$ cat config.mk
export PLATFORM = sky130hd
export DESIGN_NAME = tone_ce_gen_flat
export DESIGN_NICKNAME = d
export VERILOG_FILES = /design/src/rtl/piano_pkg.sv /design/src/rtl/tone_ce_gen_if.sv /design/src/rtl/key_sync_prio.sv /design/src/rtl/tone_ce_gen.sv /design/src/flat_wrapper.sv
export SDC_FILE = /design/constraint.sdc
export NUM_CORES = 1
export LEC_CHECK = 0
export CAP_MARGIN = 0
export CORE_AREA = 2 2 69 71
export DETAILED_ROUTE_END_ITERATION = 12
export DIE_AREA = 0 0 71 73
export MAX_ROUTING_LAYER = met4
export PLACE_DENSITY_LB_ADDON = 0.08
export RECOVER_POWER = 100
export SLEW_MARGIN = 20
export SYNTH_ARGS = -nofsm -noshare
export SYNTH_HDL_FRONTEND = slang
export SYNTH_SLANG_ARGS = --single-unit
$ cat constraint.sdc
create_clock -name CLK -period 6.63 [get_ports CLK]
set_input_delay 0.663 -clock CLK [delete_from_list [all_inputs] [get_ports CLK]]
set_output_delay 0.663 -clock CLK [all_outputs]
set_load 0.02 [all_outputs]
$ cat src/rtl/piano_pkg.sv
// piano_pkg: shared note constants, index/state types and the divider
// table function used by tone_ce_gen and its key front end.
package piano_pkg;

   localparam int NOTE_NUM = 8;

   typedef logic [2:0] note_idx_t;

   typedef enum logic {
      ST_IDLE = 1'b0,
      ST_PLAY = 1'b1
   } state_t;

   // C4..C5 white keys in milli-Hz
   localparam longint NOTE_FREQ_MHZ [NOTE_NUM] = '{
      261630, 293660, 329630, 349230,
      392000, 440000, 493880, 523250
   };

   // round(clk_hz / (steps * f)), with f held in milli-Hz
   function automatic longint note_div(
      input longint clk_hz,
      input longint steps,
      input int     idx
   );
      longint num;
      longint den;
      num = clk_hz * 64'sd1000;
      den = steps * NOTE_FREQ_MHZ[idx];
      return (2 * num + den) / (2 * den);
   endfunction

endpackage

$ cat src/rtl/tone_ce_gen_if.sv
// tone_ce_gen_if: key/enable inputs and tick/note outputs of tone_ce_gen.
// master = key source / counter side, slave = tone_ce_gen.
interface tone_ce_gen_if;
   import piano_pkg::*;

   logic                EN;
   logic [NOTE_NUM-1:0] KEY;
   logic                CE;
   logic                PHASE_RST;
   logic                NOTE_ON;
   note_idx_t           NOTE_IDX;

   modport master (
      output EN,
      output KEY,
      input  CE,
      input  PHASE_RST,
      input  NOTE_ON,
      input  NOTE_IDX
   );

   modport slave (
      input  EN,
      input  KEY,
      output CE,
      output PHASE_RST,
      output NOTE_ON,
      output NOTE_IDX
   );

endinterface

$ cat src/rtl/key_sync_prio.sv
// key_sync_prio: 2-flop key synchroniser, enable mask, lowest-bit-wins
// priority encoder. Ports: i_clk, i_rst, i_en, i_key -> o_sel_valid, o_sel.
module key_sync_prio
   import piano_pkg::*;
(
   input  logic                i_clk,
   input  logic                i_rst,
   input  logic                i_en,
   input  logic [NOTE_NUM-1:0] i_key,
   output logic                o_sel_valid,
   output note_idx_t           o_sel
);

   logic [NOTE_NUM-1:0] r_s1;
   logic [NOTE_NUM-1:0] r_s2;
   logic [NOTE_NUM-1:0] w_masked;

   always_ff @(posedge i_clk) begin
      if (i_rst) begin
         r_s1 <= '0;
         r_s2 <= '0;
      end else begin
         r_s1 <= i_key;
         r_s2 <= r_s1;
      end
   end

   // EN is a level control, not synchronised, so it acts one edge sooner
   assign w_masked    = r_s2 & {NOTE_NUM{i_en}};
   assign o_sel_valid = |w_masked;

   // scanning downward lets the lowest set bit overwrite the rest
   always_comb begin
      o_sel = '0;
      for (int i = NOTE_NUM - 1; i >= 0; i--) begin
         if (w_masked[i]) begin
            o_sel = note_idx_t'(i);
         end
      end
   end

endmodule

$ cat src/rtl/tone_ce_gen.sv
// tone_ce_gen: plays the highest-priority key as a CE tick at STEPS x the
// note frequency, with a PHASE_RST pulse on every note start or change.
// Ports: CLK, RST (sync, active-high), bus (slave modport of tone_ce_gen_if).
module tone_ce_gen
   import piano_pkg::*;
#(
   parameter int CLK_HZ = 50000000,
   parameter int STEPS  = 8,
   parameter int DIV_W  = 16
) (
   input  logic         CLK,
   input  logic         RST,
   tone_ce_gen_if.slave bus
);

   logic             w_sel_valid;
   note_idx_t        w_sel;
   logic [DIV_W-1:0] w_div [NOTE_NUM];
   logic [DIV_W-1:0] w_load_sel;
   logic [DIV_W-1:0] w_load_cur;

   state_t           r_state;
   state_t           w_state_nx;
   logic [DIV_W-1:0] r_cnt;
   logic [DIV_W-1:0] w_cnt_nx;
   logic             r_ce;
   logic             w_ce_nx;
   logic             r_pr;
   logic             w_pr_nx;
   logic             r_on;
   logic             w_on_nx;
   note_idx_t        r_idx;
   note_idx_t        w_idx_nx;

   key_sync_prio u_key (
      .i_clk      (CLK),
      .i_rst      (RST),
      .i_en       (bus.EN),
      .i_key      (bus.KEY),
      .o_sel_valid(w_sel_valid),
      .o_sel      (w_sel)
   );

   for (genvar g = 0; g < NOTE_NUM; g++) begin : g_div
      assign w_div[g] = DIV_W'(note_div(CLK_HZ, STEPS, g));
   end

   // counter runs DIV-1 .. 0, so a reload spans exactly DIV edges
   assign w_load_sel = w_div[w_sel] - DIV_W'(1);
   assign w_load_cur = w_div[r_idx] - DIV_W'(1);

   always_ff @(posedge CLK) begin
      if (RST) begin
         r_state <= ST_IDLE;
         r_cnt   <= '0;
         r_ce    <= 1'b0;
         r_pr    <= 1'b0;
         r_on    <= 1'b0;
         r_idx   <= '0;
      end else begin
         r_state <= w_state_nx;
         r_cnt   <= w_cnt_nx;
         r_ce    <= w_ce_nx;
         r_pr    <= w_pr_nx;
         r_on    <= w_on_nx;
         r_idx   <= w_idx_nx;
      end
   end

   always_comb begin
      w_state_nx = r_state;
      w_cnt_nx   = r_cnt;
      w_ce_nx    = 1'b0;
      w_pr_nx    = 1'b0;
      w_on_nx    = r_on;
      w_idx_nx   = r_idx;
      unique case (r_state)
         ST_IDLE: begin
            w_on_nx  = 1'b0;
            w_cnt_nx = '0;
            if (w_sel_valid) begin
               w_state_nx = ST_PLAY;
               w_idx_nx   = w_sel;
               w_cnt_nx   = w_load_sel;
               w_on_nx    = 1'b1;
               w_pr_nx    = 1'b1;
            end
         end
         ST_PLAY: begin
            if (!w_sel_valid) begin
               w_state_nx = ST_IDLE;
               w_on_nx    = 1'b0;
               w_cnt_nx   = '0;
            end else if (w_sel != r_idx) begin
               // a change wins over a due tick: CE and
               // PHASE_RST must never coincide
               w_idx_nx = w_sel;
               w_cnt_nx = w_load_sel;
               w_pr_nx  = 1'b1;
            end else if (r_cnt == '0) begin
               w_ce_nx  = 1'b1;
               w_cnt_nx = w_load_cur;
            end else begin
               w_cnt_nx = r_cnt - DIV_W'(1);
            end
         end
      endcase
   end

   assign bus.CE        = r_ce;
   assign bus.PHASE_RST = r_pr;
   assign bus.NOTE_ON   = r_on;
   assign bus.NOTE_IDX  = r_idx;

endmodule

$ cat src/flat_wrapper.sv
// flat-port wrapper written by rule: the top's interface ports become plain ports
module tone_ce_gen_flat import piano_pkg::*;
#(
   parameter int CLK_HZ = 50000000,
   parameter int STEPS  = 8,
   parameter int DIV_W  = 16
)
  (CLK, RST, bus_EN, bus_KEY, bus_CE, bus_PHASE_RST, bus_NOTE_ON, bus_NOTE_IDX);
  tone_ce_gen_if bus_i ();
  input  logic CLK;
  input  logic RST;
  input wire logic [$bits(bus_i.EN)-1:0] bus_EN;
  input wire logic [$bits(bus_i.KEY)-1:0] bus_KEY;
  output wire logic [$bits(bus_i.CE)-1:0] bus_CE;
  output wire logic [$bits(bus_i.PHASE_RST)-1:0] bus_PHASE_RST;
  output wire logic [$bits(bus_i.NOTE_ON)-1:0] bus_NOTE_ON;
  output wire logic [$bits(bus_i.NOTE_IDX)-1:0] bus_NOTE_IDX;
  assign bus_i.EN = bus_EN;
  assign bus_i.KEY = bus_KEY;
  assign bus_CE = bus_i.CE;
  assign bus_PHASE_RST = bus_i.PHASE_RST;
  assign bus_NOTE_ON = bus_i.NOTE_ON;
  assign bus_NOTE_IDX = bus_i.NOTE_IDX;
  tone_ce_gen #(.CLK_HZ(CLK_HZ), .STEPS(STEPS), .DIV_W(DIV_W)) u_core (.CLK(CLK), .RST(RST), .bus(bus_i));
endmodule
# After elaboration in Yosys (flattened, before gate mapping)
# Memory sizes are Yosys's and may differ from the RTL's.
# Cells that the tools add are included.
# op_classes
addsub	3
n_mul	0
n_div	0
order_cmp	2
n_eq_ne	5
shifts	0
n_mux	28
bitwise_logic	5
reduce_logical	4
# op_table
op	count
16-bit 2-to-1 mux	8
16-bit by 1-bit subtractor with 16-bit output, second input constant	3
3-bit 2-to-1 mux	11
16-bit one-hot mux with 2 select lines	1
16-bit logical NOT	1
8-bit bitwise AND	1
4-bit >= comparator, second input constant	2
3-bit inverter with 4-bit output	2
8-bit OR reduction	1
3-bit one-hot mux with 2 select lines	1
1-bit 2-to-1 mux	5
2-bit by 1-bit inequality test with 1-bit output, second input constant	2
2-bit inequality test, second input constant	2
1-bit one-hot mux with 2 select lines	2
4-bit OR reduction	1
3-bit inequality test	1
3-bit AND reduction	1
1-bit inverter	2
# totals
ff_bits	39
latchBits	0
ram_bits	0
romBits	256
input_bits	11
out_inout_bits	6
word_cells	57
memories	2
# mem_list
memory	depth	word_bits	read_ports	rd_clocked_by_memory_dff	write_ports	line_no	rtl
(no name shown)	8	16	1	0	0	tone_ce_gen.sv:50	assign w_load_cur = w_div[r_idx] - DIV_W'(1);
(no name shown)	8	16	1	0	0	tone_ce_gen.sv:49	assign w_load_sel = w_div[w_sel] - DIV_W'(1);

# Logic depth before layout (Yosys ltp)
# logic_depth
ltp_word	17
ltp_mapped	12
depth_no_buf	11

# Modules after synthesis
# A second synthesis with hierarchy kept.
# unflattened
hier_cells	254
area_unflattened_um2	2157.1
# modules_own_cells
mod	n_inst	cells_each	area_per_inst_um2	seq_area_each_um2
tone_ce_gen	1	205	1626.6	460.4
key_sync_prio	1	49	530.5	320.3

# Least setup slack after synthesis
# No wires, ideal clock.
# synth_timing
kind	reg2reg
from	register u_core.r_idx[2] (netlist: u_core.bus.NOTE_IDX[2])
to	register u_core.r_cnt[12]
setup_ns	0.133
arrival_ns	2.763
t_required_ns	6.497
slack_ns	3.733
path_stages_with_launch	12
path_buffers	2
synth_period_minus_slack_ns	2.897
cell_sequence	dfxtp_1 > clkbuf_1 > clkbuf_1 > mux2_2 > a21oi_1 > ha_1 > nor2b_1 > nand3_1 > a21oi_1 > a21oi_1 > nor4b_1 > a211oi_1
# synth_via
elab_chain_cells	9
elab_cells_between_ends	10
classes_between	1 x add/sub; 1 x eq/ne; 6 x mux; 1 x bitwise; 1 x memory
# synth_rtl
element	line_no	rtl
start: declaration	tone_ce_gen.sv:32	note_idx_t r_idx;
start signal: assignment	tone_ce_gen.sv:66	r_idx <= w_idx_nx;
3-bit inverter with 4-bit output (implied by the code)	tone_ce_gen.sv:50	
memory read 8 x 16 bit	n/a	
16-bit 2-to-1 mux (implied by the code) (2 in a row)	tone_ce_gen.sv:50	
16-bit by 1-bit subtractor with 16-bit output	tone_ce_gen.sv:50	
16-bit 2-to-1 mux	tone_ce_gen.sv:100	end else if (r_cnt == '0) begin
16-bit 2-to-1 mux (*)	tone_ce_gen.sv:94	end else if (w_sel != r_idx) begin
16-bit 2-to-1 mux (*)	tone_ce_gen.sv:90	if (!w_sel_valid) begin
16-bit one-hot mux with 2 select lines (*)	tone_ce_gen.sv:77	unique case (r_state)
end signal: assignment	tone_ce_gen.sv:62	r_cnt <= w_cnt_nx;
end: declaration	tone_ce_gen.sv:24	logic [DIV_W-1:0] r_cnt;
# Mark *: on every way between the ends. The rest lies on a longest branch, timed or not. The select of a mux whose other input is x is not followed.
# A chain may end at the register's enable or synchronous reset.

# Worst setup path after layout
# layout_timing
from	input bus_EN
to	register u_core.r_cnt[6]
# layout_via
elab_chain_cells	17
elab_cells_between_ends	20
classes_between	1 x add/sub; 1 x eq/ne; 14 x mux; 2 x bitwise; 1 x reduce/logical; 1 x memory
# layout_rtl
element	line_no	rtl
start: declaration	flat_wrapper.sv:12	input wire logic [$bits(bus_i.EN)-1:0] bus_EN;
8-bit bitwise AND (*)	key_sync_prio.sv:29	assign w_masked = r_s2 & {NOTE_NUM{i_en}};
3-bit 2-to-1 mux (8 in a row)	key_sync_prio.sv:36	if (w_masked[i]) begin
3-bit inverter with 4-bit output (implied by the code)	tone_ce_gen.sv:49	
memory read 8 x 16 bit	n/a	
16-bit 2-to-1 mux (implied by the code) (2 in a row)	tone_ce_gen.sv:49	
16-bit by 1-bit subtractor with 16-bit output	tone_ce_gen.sv:49	
16-bit 2-to-1 mux	tone_ce_gen.sv:94	
16-bit 2-to-1 mux	tone_ce_gen.sv:90	
16-bit one-hot mux with 2 select lines (*)	tone_ce_gen.sv:77	
# Marked as above.

==> results.json <==
{
  "reg2reg_from": "u_core.r_cnt[11]",
  "gr-total-overflow": 0,
  "core_um2": 4540,
  "whs_endpoint": "u_core.u_key.r_s2[5]",
  "setup_viol": 0,
  "die_x_um": 71,
  "seq_area_frac_synth_pct": 35.2,
  "worst_setup_path_end_kind": "flop",
  "die_h_um": 73,
  "clkLatencyLatePin_ps": 290,
  "num_rows": 25,
  "clkTransAtPathRegs_ps": 80,
  "cts_max_path_buffers": 2,
  "postSynthAreaPerCell_um2": 8.41,
  "min_path_cells": 1,
  "ctsResizeCount": 0,
  "arrival_ps": 3620,
  "multi_input_area_um2": 1360,
  "status": "complete, no violations",
  "gp_congestion": 0.945,
  "rsz0062_at_grt": "false",
  "critical_path_class": "input port to flop",
  "fill_cells": 424,
  "worstPathRequired_ps": 6840,
  "synthDistinctLibCells": 53,
  "hp-class": "flop to flop",
  "max_freq_ghz": 0.294,
  "initial_utilization_pct": 48.9,
  "tritoncts.num_buffers": 5,
  "ys.flop_type": "dfxtp_1",
  "finalHoldViolations": 0,
  "maxSlewHeadroom_pct": 41.9,
  "yosys_warnings": 0,
  "finalCritPeriodShare_pct": 51.4,
  "post_cts_buffers": 0,
  "synth_area_um2": 2220,
  "io_buffers": 16,
  "grt_antenna_before_repair": 0,
  "clock_skew_ps": 9.18,
  "cts.htree.levels": 2,
  "power_w": 0.000632,
  "drt_iter0_markers": 112,
  "hpwl_mm": 4.02,
  "max_cap_violations": 0,
  "startpoint_type": "input port",
  "grt_max_degree": 24,
  "drive_above_1_share_pct": 4.69,
  "io-pin-count": 17,
  "antenna_left": 0,
  "hold_start": "u_core.u_key.r_s1[5]",
  "cts.sinks": 39,
  "slew_violations": 0,
  "power.leakage_nw": 0.943,
  "synth_edf_count": 0,
  "viasPerCell": 6.10,
  "n_antenna_cell": 0,
  "final_nets": 299,
  "grt_usage_pct": 22.2,
  "syn_nets": 286,
  "die_area_um2": 5180,
  "areaGrowthSynthToFinish_pct": 12.0,
  "firstDrtPassIters": 4,
  "setup_tns_ps": 0,
  "cp_max_fo": 14,
  "synth_seq_cells": 39,
  "grt_first_pass_wirelength_mm": 8.77,
  "vias": 2018,
  "root_buffer": "clkbuf_8",
  "cts_tree": "built",
  "r2r-end": "u_core.r_cnt[12]",
  "async_reset_ff_share_pct": 0,
  "grt_pass1_vias": 1826,
  "worst_slew_pin_slew_ps": 869,
  "ir_worst_vdd_uv": 125,
  "holdWs_ps": 435,
  "regToRegSetupSlack_ps": 3570,
  "reg2regPathDepth": 11,
  "period_needed_ps": 3410,
  "cellPowerDensity_nw_per_um2": 254,
  "drt-wirelength-per-cell_um": 16.1,
  "post-route-drc-count": 0,
  "syn_inst": 264,
  "regArea_um2": 781,
  "wirelength_mm": 5.33,
  "ctsHoldBuffers": 0
}
-- worst max-delay path, stage by stage --
cell	delay (ps)
dlygate4sd3_1	600
o41a_1	250
nor2b_1	720
and2_0	270
or2_0	490
nand3_1	370
o22ai_1	250
-- state kept, by name, summed over array words and instances, names as in the netlist --
| signal | cells |
|---|---|
| u_core.r_state | 1 |
| u_core.u_key.r_s2 | 8 |
| u_core.u_key.r_s1 | 8 |
| u_core.bus.PHASE_RST | 1 |
| u_core.bus.NOTE_IDX | 3 |
| u_core.bus.NOTE_ON | 1 |
| u_core.r_cnt | 16 |
| u_core.bus.CE | 1 |
-- cell usage in the layout, fill, tap and decap left out, types with 3 or more instances in the layout --
cell type / count
ha_1: 11
nor2b_1: 20
xor2_1: 3
inv_1: 6
o22ai_1: 4
a31oi_1: 7
o211ai_1: 4
a211oi_1: 7
dfxtp_1: 39
nand2b_1: 4
dlygate4sd3_1: 8
o21a_1: 3
clkdlybuf4s50_1: 8
nand3_1: 11
mux2i_1: 3
o31ai_1: 7
a21oi_1: 19
o21ai_0: 14
clkbuf_8: 6
or3_1: 5
nor2_1: 20
nor3_1: 11
xnor2_1: 4
nand2_1: 18
-- through the flow --
step / util, % / setup WS [ps] / cell area [um2] / instances
floorplan: - / 3730 / 2220 / 264
global route: 54.8 / 2950 / 2490 / 331
finish: 54.8 / 3220 / 2490 / 331
CTS: 54.9 / 3520 / 2490 / 331
detailed placement: 52.9 / 3240 / 2400 / 324
global placement: 52.9 / 3210 / 2400 / 324
-- final cells by class --
| cell class | instances | share of cell area, % |
|---|---|---|
| Clock inverter | 1 | 0.201 |
| Sequential cell | 39 | 31.4 |
| Timing Repair Buffer | 16 | 6.44 |
| Multi-Input combinational cell | 208 | 54.9 |
| Inverter | 7 | 1.06 |
| Tap cell | 54 | 2.72 |
| Clock buffer | 6 | 3.32 |
-- synthesized netlist by cell type, types with 3 or more instances --
library cell | count | share of area, %
clkbuf_1 | 8 | 1.4
o22ai_1 | 4 | 1.1
inv_1 | 6 | 1.0
xnor2_1 | 4 | 1.6
o31ai_1 | 7 | 2.4
nor3_1 | 11 | 2.5
nor2_1 | 19 | 3.2
o21ai_0 | 14 | 3.2
nand3_1 | 11 | 2.5
nand2b_1 | 4 | 1.1
a21oi_1 | 19 | 4.3
ha_1 | 11 | 6.2
a211oi_1 | 7 | 2.4
or3_1 | 5 | 1.4
o211ai_1 | 4 | 1.4
a31oi_1 | 7 | 2.0
mux2i_1 | 3 | 1.4
dfxtp_1 | 39 | 35
nand2_1 | 18 | 3.0
xor2_1 | 3 | 1.2
nor2b_1 | 20 | 5.6
o21a_1 | 3 | 1.0
-- per-layer routing --
metal  routed length [um]  share of wire (%)  vias up  global-route usage [%]
li1                     -                  -      997                       -
met3                  261                4.9       15                    5.39
met2                 2690                 50       76                    38.5
met1                 2260                 42      930                    24.7
met4                  118                2.2        0                    8.81
met5                    0                  0        -                       -
-- how the worst max path moves through the flow --
stage	endpoint	start	cells after the start
CTS	u_core.r_cnt[6]	bus_EN	7
global route	u_core.r_cnt[6]	bus_EN	7
floorplan	u_core.r_cnt[12]	u_core.bus.NOTE_IDX[2]	11
detailed placement	u_core.r_cnt[6]	bus_EN	7
global placement	u_core.r_cnt[2]	bus_EN	7
finish	u_core.r_cnt[6]	bus_EN	7
-- cells by family (layout without fill, tap and decap cells) --
family | after synthesis | after routing | synth area share [%]
XOR/XNOR | 7 | 7 | 2.76
flip-flops | 39 | 39 | 35.2
AND/OR/NAND/NOR | 103 | 103 | 24.5
AO/OA/AOI/OAI | 82 | 82 | 25.7
adder cells (fa/ha/maj) | 11 | 11 | 6.20
buffers and inverters | 17 | 30 | 3.27
multiplexers | 5 | 5 | 2.37
-- report_power, final --
group | total (W) | internal, W | switching, W
clock | 0.000161 | 0.0000816 | 0.0000796
combinational | 0.000207 | 0.0000826 | 0.000125
sequential | 0.000263 | 0.000248 | 0.0000152
Power figures use the tool's default switching activity.
